[src/rtl/handshake_elastic_fifo.sv]
// handshake_elastic_fifo: opaque DEPTH-entry valid/ready FIFO that cuts all combinational handshake paths
module handshake_elastic_fifo #(
    parameter int DATA_WIDTH = 32,
    parameter int DEPTH      = 4
) (
    input  logic                  clk,
    input  logic                  rst,
    input  logic [DATA_WIDTH-1:0] ins,
    input  logic                  ins_valid,
    output logic                  ins_ready,
    output logic [DATA_WIDTH-1:0] outs,
    output logic                  outs_valid,
    input  logic                  outs_ready
);
    localparam int AW = $clog2(DEPTH);
    localparam logic [AW:0] full_cnt = (AW + 1)'(DEPTH);
    logic [DATA_WIDTH-1:0] mem_q [DEPTH];
    logic [DATA_WIDTH-1:0] mem_d [DEPTH];
    logic [AW-1:0] wr_ptr_q, wr_ptr_d, rd_ptr_q, rd_ptr_d;
    logic [AW:0] count_q, count_d;
    logic push, pop;
    assign ins_ready  = count_q != full_cnt;
    assign outs_valid = count_q != '0;
    assign outs       = mem_q[rd_ptr_q];
    assign push       = ins_valid && ins_ready;
    assign pop        = outs_valid && outs_ready;
    // next-state: write on push, advance pointers, track occupancy
    always_comb begin
        mem_d    = mem_q;
        mem_d[wr_ptr_q] = push ? ins : mem_q[wr_ptr_q];
        wr_ptr_d = push ? wr_ptr_q + AW'(1) : wr_ptr_q;
        rd_ptr_d = pop ? rd_ptr_q + AW'(1) : rd_ptr_q;
        count_d  = count_q + {{AW{1'b0}}, push} - {{AW{1'b0}}, pop};
    end
    // state registers; reset clears storage so outs reads 0 immediately
    always_ff @(posedge clk or negedge rst) begin
        if (!rst) begin
            for (int i = 0; i < DEPTH; i++) mem_q[i] <= '0;
            wr_ptr_q <= '0;
            rd_ptr_q <= '0;
            count_q  <= '0;
        end else begin
            mem_q    <= mem_d;
            wr_ptr_q <= wr_ptr_d;
            rd_ptr_q <= rd_ptr_d;
            count_q  <= count_d;
        end
    end
endmodule
[config.mk]
export PLATFORM = sky130hd
export DESIGN_NAME = handshake_elastic_fifo
export DESIGN_NICKNAME = d
export VERILOG_FILES = /design/src/rtl/handshake_elastic_fifo.sv
export SDC_FILE = /design/constraint.sdc
export NUM_CORES = 1
export LEC_CHECK = 0
export BUFFER_PORTS_ARGS = -buffer_cell sky130_fd_sc_hd__buf_2
export CAP_MARGIN = 20
export CELL_PAD_IN_SITES_DETAIL_PLACEMENT = 1
export CELL_PAD_IN_SITES_GLOBAL_PLACEMENT = 1
export CORE_MARGIN = 2
export CORE_UTILIZATION = 44
export DETAILED_ROUTE_END_ITERATION = 7
export MAX_ROUTING_LAYER = met4
export PLACE_DENSITY = 0.73
export SLEW_MARGIN = 20
export SYNTH_ARGS = -nofsm -noshare
export SYNTH_HDL_FRONTEND = slang
export SYNTH_SLANG_ARGS = --single-unit
[constraint.sdc]
create_clock -name clk -period 2.4 [get_ports clk]
set_clock_uncertainty 0.1 [all_clocks]
set_input_delay 0.48 -clock clk [delete_from_list [all_inputs] [get_ports clk]]
set_output_delay 0.48 -clock clk [all_outputs]
set_load 0.01 [all_outputs]
Yosys cells after proc, flatten, opt, wreduce, memory -nomap -nowiden

Index checks and enable logic that the tools add are counted.

Input port bits: 36
Memory bits (writable): 0
Bits in latches: 0
Memories: 0
Flip-flop bits (word level): 135
Bits in read-only memories: 0
Output and inout bits: 34

Reduce and logical (&&, ||, !) cells: 4
Eq/ne operators: 1
Shift-type cells: 0
$lt $le $gt $ge: 3
$add $sub $neg: 4
Bitwise logic cells: 2
Multiplexer cells: 10
Div/mod/pow operators: 0
Multiply operators: 0

Operators with widths:

| kind                                                      | number |
|---|---|
| 2-to-1 mux 32 bit                                         | 6 |
| binary-select mux 32 bit (select 2 bit)                   | 2 |
| bitwise mux 128 bit                                       | 1 |
| demux 32 bit (select 2 bit)                               | 1 |
| greater-or-equal comparator 3 bit (second input constant) | 2 |
| inverter 2 -> 3 bit                                       | 2 |
| adder 2 x 1 -> 2 bit (second input constant)              | 2 |
| adder 3 x 1 -> 3 bit                                      | 1 |
| logical AND 1 bit                                         | 3 |
| < comparator 3 x 1 -> 1 bit (second input constant)       | 1 |
| != test 3 bit (second input constant)                     | 1 |
| nonzero test 3 bit                                        | 1 |
| subtractor 3 x 1 -> 3 bit                                 | 1 |

Longest topological paths before layout

Depth after elaboration: 6
Depth in mapped cells: 10
Depth with buffers taken out: 10

Worst setup path before layout

OpenSTA, ideal clock, no wires.

Kind: register -> register
Start point: reg count_q[1]
End point: reg count_q[2]
Buffers on the path: 0
Data required time: 2.171 ns
Stages on the path, launching flop included: 11
Arrival time: 2.076 ns
Library setup time: 0.129 ns
Clock period less this slack: 2.304 ns
Path slack: 0.096 ns
Cells stage by stage: dfrtp_1 nor3b_4 inv_2 nand2_1 ha_1 inv_1 ha_1 inv_1 fa_1 xnor2_1 xnor2_1

Cells in the longest elaborated chain, start to end: 4
Elaborated cells between the ends (all ways): 6
Classes of those cells: add/sub (2); eq/ne (1); reduce/logical (3)

Ends and longest elaborated chain:

| item                        | line | source |
|---|---|---|
| start: declaration          | 20   | `logic [AW:0] count_q, count_d;` |
| start signal: assignment    | 46   | `count_q <= count_d;` |
| != test 3 bit               | 22   | `assign ins_ready = count_q != full_cnt;` |
| logical AND 1 bit           | 25   | `assign push = ins_valid && ins_ready;` |
| adder 3 x 1 -> 3 bit        | 33   | `count_d = count_q + {{AW{1'b0}}, push} - {{AW{1'b0}}, pop};` |
| subtractor 3 x 1 -> 3 bit * | 33   |  |
| via count_d[2]              | 20   |  |

The timed path passes the listed nets; every way through them passes the cells marked *.
A chain may end at the register's enable or synchronous reset.

Worst setup path in the final report

Start point: reg rd_ptr_q[0]
End point: out outs[8]

Cells in the longest elaborated chain, start to end: 4

Ends and longest elaborated chain:

| item                                                  | line | source |
|---|---|---|
| start: declaration                                    | 19   | `logic [AW-1:0] wr_ptr_q, wr_ptr_d, rd_ptr_q, rd_ptr_d;` |
| start signal: assignment                              | 45   | `rd_ptr_q <= rd_ptr_d;` |
| inverter 2 -> 3 bit (implied by the code)             | 24   | `assign outs = mem_q[rd_ptr_q];` |
| binary-select mux 32 bit (select 2 bit)               | 24   |  |
| 2-to-1 mux 32 bit (implied by the code) (2 in series) | 24   |  |
| end: declaration                                      | 11   | `output logic [DATA_WIDTH-1:0] outs,` |

Every way passes these cells. The select of a mux whose other input is x is not followed.

==> results.yml <==
run_status:
  status: "complete, but fails checks"
  violations: "negative setup slack"
sta:
  slew_headroom_pct: 55.5
  fin_ws_ns: -0.000283
  hold_slack_ns: 0.269
  tightest_slew_ns: 0.668
  drv_slew: 0
  rsz0062_at_grt: "yes"
  setup-violations-final: 1
  hold_viol: 0
  tns_ns: -0.000283
  min_period_ns: 2.40
  finalCritPeriodShare_pct: 100
  max_freq_ghz: 0.417
routing:
  antenna_left: 0
  drc: 0
  wl_per_cell_um: 23.3
  num_vias: 5486
  drt_first_pass_iters: 4
  avgViaCountPerCell: 6.12
  routed_wl_um: 20900
  drt_iter0_markers: 323
floorplan:
  die_area_um2: 17800
  io-pin-count: 70
  row_count: 47
  die-width_um: 133
  die_y_um: 133
  fp.coreArea_um2: 16500
  initial_utilization_pct: 44.7
final_layout:
  final_cell_mix: "nor2_1 (128), a31oi_1 (128), dfrtp_1 (128)"
  layout.nets: 708
  postLayoutCellArea_um2: 8400
  area_growth_pct: 14.0
  final_util_pct: 51.0
  drive_gt1_share_pct: 35.4
  fillers: 1752
pwr:
  p_leak_nw: 3.24
  ir_worst_vdd_mv: 0.732
  finalPower_mw: 14.5
  pwr_density_cell_nw_per_um2: 1730
placed_design:
  placed_cell_area_um2: 7730
  port-buffer-count: 69
  gp_congestion: 0.777
  hpwlAfterDp_um: 12500
worst_setup_path:
  startpoint_type: "flip-flop"
  critPathKind: "flip-flop to output pin"
  worstSetupEndpointType: "output pin"
  cp_data_required_time_ns: 1.82
  cp.arrival_ns: 1.82
  path_max_fanout: 8
cts:
  numClockSinks: 135
  path_clk_slew_ns: 0.05
  tritoncts: "built"
  clockRootBuffer: "clkbuf_16"
  cts_made_buffers: 17
  cts.path.max_buffers: 2
  cts_max_level: 4
  clock_latency_ns: 0.43
global_routing:
  antenna_found_initial: 1
  grt_pass1_wl_um: 33300
  grt_pass1_vias: 6219
  grt_overflow: 0
  grt_max_degree: 46
  grtUsageTotal_pct: 25.0
min_path:
  worst_hold_path_type: "input port to flip-flop"
logic_synthesis:
  synth_seq_area_share_pct: 45.9
  async_flop_share_pct: 100
  synth_area_leader_cell: "dfrtp_1"
  syn_avg_cell_area_um2: 12.2
  synth_cell_types: 28
  synth_enable_flop_cells: 0
  synth_area_um2: 7360
  synth-seq-cells: 135
  synth_top_flop_cell: "dfrtp_1"
  synth.area.top_cells: "dfrtp_1 (46%), mux4_2 (18%), a31oi_1 (11%)"
  synth_top_area_share_pct: 45.9
  ys_warn_count: 0
  synth_cells: 601
  synth_nets: 644
flow_run:
  drv_cap: 0
## logic make-up after synthesis
| logic type | synth area share (%) |
|---|---|
| AOI/OAI and AO/OA | 14.8 |
| xor gates and xnor gates | 0.595 |
| adders and majority gates | 1.29 |
| buffers and inverters | 8.07 |
| DFF | 45.9 |
| muxes | 19.9 |
| and+or+nand+nor | 9.42 |
## final cells by class
type | instances | area [um2] | area share, %
diodes | 1 | 2.50 | 0.0298
clock buffers | 24 | 482 | 5.74
well taps | 220 | 275 | 3.28
clock inverters | 5 | 50.0 | 0.596
inverters | 7 | 26.3 | 0.313
multi-input cells | 402 | 3410 | 40.6
flip-flops and latches | 135 | 3390 | 40.3
repair buffers | 102 | 761 | 9.06
## per-layer routing
| layer | up-vias | track usage, % | part of all wire, % |
|---|---|---|---|
| li1 | 2439 | - | - |
| met1 | 2868 | 31.0 | 41 |
| met2 | 160 | 42.1 | 53 |
| met5 | - | - | 0 |
| met3 | 19 | 4.91 | 5.6 |
| met4 | 0 | 6.74 | 1.1 |
## final timing paths
check,cells past startpoint,endpoint,startpoint,slack (ns)
setup / recovery,4,outs[8],rd_ptr_q[0]$_DFFE_PN0P_,-0.0003
hold / removal,3,wr_ptr_q[0]$_DFFE_PN0P_,ins_valid,0.27
setup reg to reg,10,count_q[2]$_DFF_PN0_,count_q[1]$_DFF_PN0_,0.10
hold reg to reg,2,mem_q[34]$_DFFE_PN0P_,mem_q[34]$_DFFE_PN0P_,0.46
max in group asynchronous,3,mem_q[98]$_DFFE_PN0P_,rst,1.08
min in group asynchronous,2,wr_ptr_q[1]$_DFFE_PN0P_,rst,0.45
## through the flow
step / cells / worst slack [ns]
2_1_floorplan: 601 / 0.0956
3_3_place_gp: 860 / 0.221
3_5_place_dp: 860 / 0.0214
4_1_cts: 891 / -0.00828
5_1_grt: 896 / -0.0320
6_report: 896 / -0.000283
## state kept, by name, summed over array words and instances, names as in the netlist
signal	flops
mem_q	128
count_q	3
wr_ptr_q	2
rd_ptr_q	2
## power breakdown
group	leakage (nW)	internal, mW	switching (mW)
Sequential	1.45	3.43	0.998
Combinational	1.52	3.65	4.01
Clock	0.266	1.48	0.958
Total	3.24	8.56	5.97
## worst max-delay path, stage by stage, from the launching register on
cell	delay, ns
dfrtp_2	0.41
buf_12	0.14
buf_12	0.14
mux4_2	0.55
buf_6	0.15
## synth_stat cells, types with 4 or more instances
| cell type | number |
|---|---|
| mux4_2 | 60 |
| nand3_1 | 28 |
| o21ai_2 | 32 |
| dlygate4sd1_1 | 5 |
| clkbuf_8 | 23 |
| dfrtp_1 | 135 |
| a31oi_1 | 128 |
| xnor2_1 | 4 |
| nand3_2 | 4 |
| ha_1 | 6 |
| buf_2 | 13 |
| mux4_1 | 4 |
| inv_1 | 6 |
| nor2_1 | 128 |
## repair_timing
action | in CTS | in global routing
setup endpoints to repair | 5 | 5
buffers inserted | 1 | 3
hold buffers | 1 | 0
pin swaps | 0 | 1
cloned | 0 | 1
resized for setup | 6 | 7
hold endpoints to repair | 41 | 0
Power figures use the tool's default switching activity.
